File: config.mk
export PLATFORM = sky130hd
export DESIGN_NAME = pipeline_ctrl
export DESIGN_NICKNAME = d
export VERILOG_FILES = /design/src/rtl/pipeline_ctrl.sv
export SDC_FILE = /design/constraint.sdc
export NUM_CORES = 1
export LEC_CHECK = 0
export BUFFER_PORTS_ARGS = -buffer_cell sky130_fd_sc_hd__buf_2
export CORE_MARGIN = 1.5
export CORE_UTILIZATION = 40
export DETAILED_ROUTE_END_ITERATION = 10
export PLACE_DENSITY = 0.68
export SLEW_MARGIN = 20
export SYNTH_ARGS = -nofsm -noshare
export SYNTH_HDL_FRONTEND = slang
export SYNTH_SLANG_ARGS = --single-unit
File: constraint.sdc
create_clock -name clk -period 2.5 [get_ports clk]
set_input_delay 0.375 -clock clk [delete_from_list [all_inputs] [get_ports clk]]
set_output_delay 0.375 -clock clk [all_outputs]
set_load 0.05 [all_outputs]
File: src/rtl/pipeline_ctrl.sv
// pipeline_ctrl -- hazard and sequencing controller for the 5-stage pipeline
// (Fetch, Decode, Exec, Mem, WB). Drives the load enables and bubble
// controls of every inter-stage register bank. It also keeps saturating
// stall/flush counters and a sticky memory-timeout flag for debug.
//
// Ports:
//   clk                        pipeline clock
//   reset                      asynchronous, active-low reset
//   dRegno1, dRegno2           source registers of the Decode instruction
//   dUsesRs1, dUsesRs2         Decode instruction actually reads that source
//   eRd                        destination register of the Exec instruction
//   eRegfileWrtEn              Exec instruction writes the regfile
//   eIsLoad                    Exec instruction is a load
//   eRedirect                  Exec resolved a taken branch/jump
//   mBusy                      Mem stage access not complete this cycle
//   fetchEn/decodeEn/execEn/memEn   load enables for PC, D, E, M banks
//   decodeFlush, execFlush     D/E bank loads a bubble instead of its input
//   wbBubble                   WB bank loads a bubble
//   state                      0=STARTUP, 1=RUN, 2=MEM_WAIT
//   stallCount, flushCount     saturating event counters
//   memTimeout                 sticky Mem-busy timeout flag
module pipeline_ctrl #(
  parameter int REG_INDEX_BIT_WIDTH = 4,
  parameter int CNT_BITS            = 16,
  parameter int STARTUP_CYCLES      = 4,
  parameter int MEM_TIMEOUT         = 256
) (
  input  logic                           clk,
  input  logic                           reset,
  input  logic [REG_INDEX_BIT_WIDTH-1:0] dRegno1,
  input  logic [REG_INDEX_BIT_WIDTH-1:0] dRegno2,
  input  logic                           dUsesRs1,
  input  logic                           dUsesRs2,
  input  logic [REG_INDEX_BIT_WIDTH-1:0] eRd,
  input  logic                           eRegfileWrtEn,
  input  logic                           eIsLoad,
  input  logic                           eRedirect,
  input  logic                           mBusy,
  output logic                           fetchEn,
  output logic                           decodeEn,
  output logic                           execEn,
  output logic                           memEn,
  output logic                           decodeFlush,
  output logic                           execFlush,
  output logic                           wbBubble,
  output logic [1:0]                     state,
  output logic [CNT_BITS-1:0]            stallCount,
  output logic [CNT_BITS-1:0]            flushCount,
  output logic                           memTimeout
);

  localparam int SU_W   = $clog2(STARTUP_CYCLES + 1);
  localparam int WAIT_W = $clog2(MEM_TIMEOUT + 1);

  typedef enum logic [1:0] {
    ST_STARTUP  = 2'd0,
    ST_RUN      = 2'd1,
    ST_MEM_WAIT = 2'd2
  } state_t;

  state_t              cur_state;
  logic [SU_W-1:0]     su_cnt;
  logic [WAIT_W-1:0]   wait_cnt;
  logic                load_use;
  logic                take_stall;
  logic                take_flush;

  function automatic logic [CNT_BITS-1:0] sat_inc(input logic [CNT_BITS-1:0] v);
    return (&v) ? v : v + CNT_BITS'(1);
  endfunction

  // No r0 exemption: a load targeting r0 still stalls a dependent reader.
  assign load_use = eIsLoad & eRegfileWrtEn &
                    ((dUsesRs1 & (dRegno1 == eRd)) | (dUsesRs2 & (dRegno2 == eRd)));

  assign state = cur_state;

  // Zero-latency control; the register banks act on it at the next edge.
  // Reset forces cur_state to STARTUP asynchronously, so these outputs
  // switch to the start-up pattern without waiting for a clock.
  always_comb begin
    fetchEn     = 1'b1;
    decodeEn    = 1'b1;
    execEn      = 1'b1;
    memEn       = 1'b1;
    decodeFlush = 1'b0;
    execFlush   = 1'b0;
    wbBubble    = 1'b0;
    take_stall  = 1'b0;
    take_flush  = 1'b0;
    if (cur_state == ST_STARTUP) begin
      fetchEn     = 1'b0;
      decodeFlush = 1'b1;
      execFlush   = 1'b1;
    end else if (mBusy) begin
      // Freeze everything upstream of WB; a pending redirect or load-use
      // stays in place and is handled once the access completes.
      fetchEn  = 1'b0;
      decodeEn = 1'b0;
      execEn   = 1'b0;
      memEn    = 1'b0;
      wbBubble = 1'b1;
    end else if (eRedirect) begin
      // Decode holds a wrong-path instruction, so any load-use is moot.
      decodeFlush = 1'b1;
      execFlush   = 1'b1;
      take_flush  = 1'b1;
    end else if (load_use) begin
      fetchEn    = 1'b0;
      decodeEn   = 1'b0;
      execFlush  = 1'b1;
      take_stall = 1'b1;
    end
  end

  always_ff @(posedge clk or negedge reset) begin
    if (!reset) begin
      cur_state  <= ST_STARTUP;
      su_cnt     <= '0;
      wait_cnt   <= '0;
      stallCount <= '0;
      flushCount <= '0;
      memTimeout <= 1'b0;
    end else begin
      case (cur_state)
        ST_STARTUP: begin
          if (su_cnt == SU_W'(STARTUP_CYCLES - 1)) cur_state <= ST_RUN;
          else                                     su_cnt    <= su_cnt + SU_W'(1);
        end
        ST_RUN:      if (mBusy)  cur_state <= ST_MEM_WAIT;
        ST_MEM_WAIT: if (!mBusy) cur_state <= ST_RUN;
        default:                 cur_state <= ST_STARTUP;
      endcase

      if (take_stall) stallCount <= sat_inc(stallCount);
      if (take_flush) flushCount <= sat_inc(flushCount);

      // Consecutive-busy counter parks at MEM_TIMEOUT; the flag is sticky.
      if (mBusy) begin
        if (wait_cnt != WAIT_W'(MEM_TIMEOUT)) wait_cnt <= wait_cnt + WAIT_W'(1);
        if (wait_cnt == WAIT_W'(MEM_TIMEOUT - 1)) memTimeout <= 1'b1;
      end else begin
        wait_cnt <= '0;
      end
    end
  end

endmodule

==> qor.log <==
INFO  floorplanning  pin_count=62
INFO  sta            grt_setup_unrepaired=false
INFO  synth          yosys.area.top_type_share=0.474
INFO  floorplanning  die_h=81.8µm
INFO  synth          synth-seq-area-share=0.474
INFO  power_and_ir_drop vdd.ir_drop.worst=0.494mV
INFO  placement      hpwl=3900µm
INFO  finish         finalNonFillerCells=377
INFO  finish         nets=328
INFO  critical_path  timing.critical_path.depth=7
INFO  sta            worstMarginPinSlew=0.569ns
INFO  global_route   antenna_found_initial=0
INFO  power_and_ir_drop power.share.clock=0.258
INFO  outcome        result_of_the_run=complete, no violations
INFO  global_route   grt_pass1_wl=8240µm
INFO  synth          async_flop_share=1.00
INFO  critical_path  critPathTopFamily=simple AND/OR/NAND/NOR gates
INFO  critical_path  timing.reg2reg.setup_slack=0.58ns
INFO  finish         post_route_cells_drive_above_1_share=0.278
INFO  critical_path  highest_delay_cell_along_the_critical_path=sky130_fd_sc_hd__nor3_2
INFO  sta            min_period_over_period=0.881
INFO  placement      placed_cells_incl_taps=368
INFO  critical_path  r2r_cells=5
INFO  synth          postSynthCellCount=234
INFO  global_route   grt_overflow=0
INFO  routing        detail_route.wirelength=4980µm
INFO  critical_path  setup.worst_path.end_class=output pin
INFO  power_and_ir_drop net_sw_power=822µW
INFO  clock_tree     number_of_h_tree_levels=2
INFO  routing        postRouteAntennaNets=0
INFO  sta            total_count_of_hold_check_failures_in_the_final_report=0
INFO  synth          synth.ff_latch_count=47
INFO  power_and_ir_drop internal-power=1390µW
INFO  critical_path  crit_top_cell=sky130_fd_sc_hd__buf_2
INFO  hold_path      hold-path-cell-count=2
INFO  clock_tree     numCtsBuffers=5
INFO  power_and_ir_drop power.leakage=0.00152µW
INFO  synth          yosys.cell_types.count=44
INFO  power_and_ir_drop cellPowerDensity=737mW/mm²
INFO  floorplanning  design.die.area=0.00668mm²
INFO  critical_path  required=2.12ns
INFO  hold_path      holdPathEnd=state[0]
INFO  synth          synth_top_cell_by_area=sky130_fd_sc_hd__dfrtp_1
INFO  synth          syn_area_cell=10.6µm²
INFO  critical_path  crit_path_start_kind=input port
INFO  finish         multi_input_area=0.00125mm²
INFO  global_route   grt_max_degree=20
INFO  power_and_ir_drop netSwitchingFraction=0.372
INFO  clock_tree     cts.path.max_buffers=2
INFO  clock_tree     clkLatencyLatePin=0.30ns
INFO  finish         final-seq-area=0.00118mm²
INFO  hold_path      holdCritPathClass=in -> reg
INFO  critical_path  critical_path_fanout_max=3
INFO  synth          synth_edf_count=0
INFO  critical_path  worst_r2r_endpoint=stallCount[1]
INFO  routing        wl_per_cell=13.2µm
INFO  sta            final-setup-viol-count=0
INFO  routing        post-route-drc-count=0
INFO  routing        dr.first_iter.drc_count=69
INFO  floorplanning  fp.dieW=81.8µm
INFO  placement      final_weighted_congestion_of_routability_driven_global_placement=0.820
INFO  critical_path  critical_path_cell_by_cell=buf_2, xor2_1, nor3_2, a32oi_1, nor3_1, o22ai_1, buf_2
INFO  critical_path  worstPathArrival=1.83ns
INFO  sta            worst_slew_margin_rel=0.617
INFO  sta            max_freq=0.454GHz
INFO  global_route   grt_util_all_layers=0.163
INFO  floorplanning  initial_utilization=0.417
INFO  critical_path  regToRegStartpoint=stallCount[0]
INFO  power_and_ir_drop seq_power_share=0.421
INFO  critical_path  cp.buffers_inverters=2
INFO  critical_path  cpPeakStageDelay=0.33ns
INFO  floorplanning  floorplan.core_area=0.00596mm²
INFO  finish         n_antenna_cell=0
INFO  sta            fin_worst_hold_slack=0.394ns
INFO  flow_run       max_cap_violations=0
INFO  power_and_ir_drop power_frac_comb=0.321
INFO  routing        firstDrtPassIters=4
INFO  synth          synthesis.yosys.warnings=0
INFO  clock_tree     clk_pin_slew_worst_paths=0.08ns
INFO  synth          syn_area=0.00248mm²
INFO  hold_path      min-delay-start=mBusy
INFO  sta            max_slew_violation_count=0
INFO  clock_tree     cts_tree=built
INFO  routing        route.vias.total=1975
INFO  floorplanning  num_rows=28
INFO  synth          synth_flop_cell=sky130_fd_sc_hd__dfrtp_1
INFO  sta            setup_total_negative_slack=0ns
INFO  clock_tree     cts-root-buf=sky130_fd_sc_hd__clkbuf_8
INFO  sta            timing.final.crit_period=2.20ns
INFO  critical_path  critical_path_class=in -> out
INFO  clock_tree     postCtsSetupBuffers=0
INFO  routing        via_per_instance_ratio=5.24
INFO  finish         area_delta_synth_final=20.7%
INFO  synth          synthesis.nets=261
INFO  power_and_ir_drop post-layout-total-power=2210µW
INFO  sta            clock_skew=0.00473ns
INFO  finish         n_fill_cell=574
INFO  synth          synthTopCellsByArea=sky130_fd_sc_hd__dfrtp_1 (47%), sky130_fd_sc_hd__xor2_1 (8.1%), sky130_fd_sc_hd__xnor2_1 (6.4%)
INFO  clock_tree     clock-sinks=47
INFO  global_route   vias_in_the_first_global_route=1782
INFO  placement      portBuffers=61
-- registers in the layout (all words and copies together) (netlist names) --
register	flops
flushCount	16
memTimeout	1
stallCount	16
state	2
su_cnt	3
wait_cnt	9
-- worst max-delay path by stage --
stage,from,to,slack [ns]
after floorplan,state[1],wbBubble,0.07
after global placement,eRd[0],decodeEn,0.37
after detailed placement,eRd[0],decodeEn,0.31
after CTS,eRd[0],decodeEn,0.31
after global routing,eRd[0],decodeEn,0.17
final,eRd[0],decodeEn,0.30
-- per-stage QoR --
| stage | util | area [µm²] | worst slack (ns) |
|---|---|---|---|
| after CTS | 0.503 | 3000 | 0.305 |
| after floorplan | - | 2480 | 0.0717 |
| final | 0.503 | 3000 | 0.297 |
| after global placement | 0.482 | 2870 | 0.371 |
| after detailed placement | 0.482 | 2870 | 0.306 |
| after global routing | 0.503 | 3000 | 0.172 |
-- cell usage after synthesis (2+ instances only) --
master	number
sky130_fd_sc_hd__nor4_1	8
sky130_fd_sc_hd__mux2_2	3
sky130_fd_sc_hd__a21oi_1	7
sky130_fd_sc_hd__mux2i_1	2
sky130_fd_sc_hd__dfrtp_1	47
sky130_fd_sc_hd__and4_1	4
sky130_fd_sc_hd__nand3_1	13
sky130_fd_sc_hd__o22ai_1	2
sky130_fd_sc_hd__ha_1	7
sky130_fd_sc_hd__nor2_1	17
sky130_fd_sc_hd__xor2_1	23
sky130_fd_sc_hd__inv_1	7
sky130_fd_sc_hd__nor3_2	3
sky130_fd_sc_hd__xnor2_1	18
sky130_fd_sc_hd__and3_1	8
sky130_fd_sc_hd__a21o_1	2
sky130_fd_sc_hd__nor3_1	8
sky130_fd_sc_hd__nor3b_1	4
sky130_fd_sc_hd__nand2_1	13
sky130_fd_sc_hd__and2_1	2
sky130_fd_sc_hd__nand4_1	12
sky130_fd_sc_hd__o21ai_0	2
-- cell usage in the layout (no fill, tap or decap), types with 6 or more instances in the layout --
cell                       instances
sky130_fd_sc_hd__a21oi_1           7
sky130_fd_sc_hd__and3_1            8
sky130_fd_sc_hd__buf_2            61
sky130_fd_sc_hd__clkbuf_8          6
sky130_fd_sc_hd__dfrtp_1          47
sky130_fd_sc_hd__ha_1              7
sky130_fd_sc_hd__inv_1             7
sky130_fd_sc_hd__nand2_1          13
sky130_fd_sc_hd__nand3_1          13
sky130_fd_sc_hd__nand4_1          12
sky130_fd_sc_hd__nor2_1           17
sky130_fd_sc_hd__nor3_1            8
sky130_fd_sc_hd__nor4_1            8
sky130_fd_sc_hd__xnor2_1          18
sky130_fd_sc_hd__xor2_1           23
-- layer usage --
layer  vias to the layer above  global-route usage  wire (µm)
met2                        55               0.252       2310
met5                         -                   0          0
met1                       943               0.219       2340
li1                        973                   -          -
met3                         4              0.0411        260
met4                         0              0.0644         73
-- logic make-up after synthesis --
logic type | count (synthesis) | share of synthesized area
compound gates | 20 | 0.0615
fa+ha+maj | 7 | 0.0353
flops | 47 | 0.474
mux | 7 | 0.0323
buf+inv | 11 | 0.0217
simple gates | 101 | 0.230
xor+xnor | 41 | 0.145
-- cell type report --
cell class,count,share of cell area
multi-input combinational,176,0.418
sequential,47,0.393
timing repair buffer,64,0.110
tap,75,0.0313
clock buffer,6,0.0276
clock inverter,2,0.0117
inverter,7,0.00877
-- power groups by stage --
stage,logic (µW),clock network (µW),registers (µW)
after CTS,716,591,930
after detailed placement,714,0,945
after global placement,704,0,943
after global routing,769,620,945
after floorplan,405,0,1080
final,708,570,929
-- timing repair --
item                                   4_1_cts  5_1_grt
endpoints found under the hold margin       10        0
gates resized for setup                      0        0
hold buffers                                 1        0
Note: power is estimated with default switching activity, not from simulation.
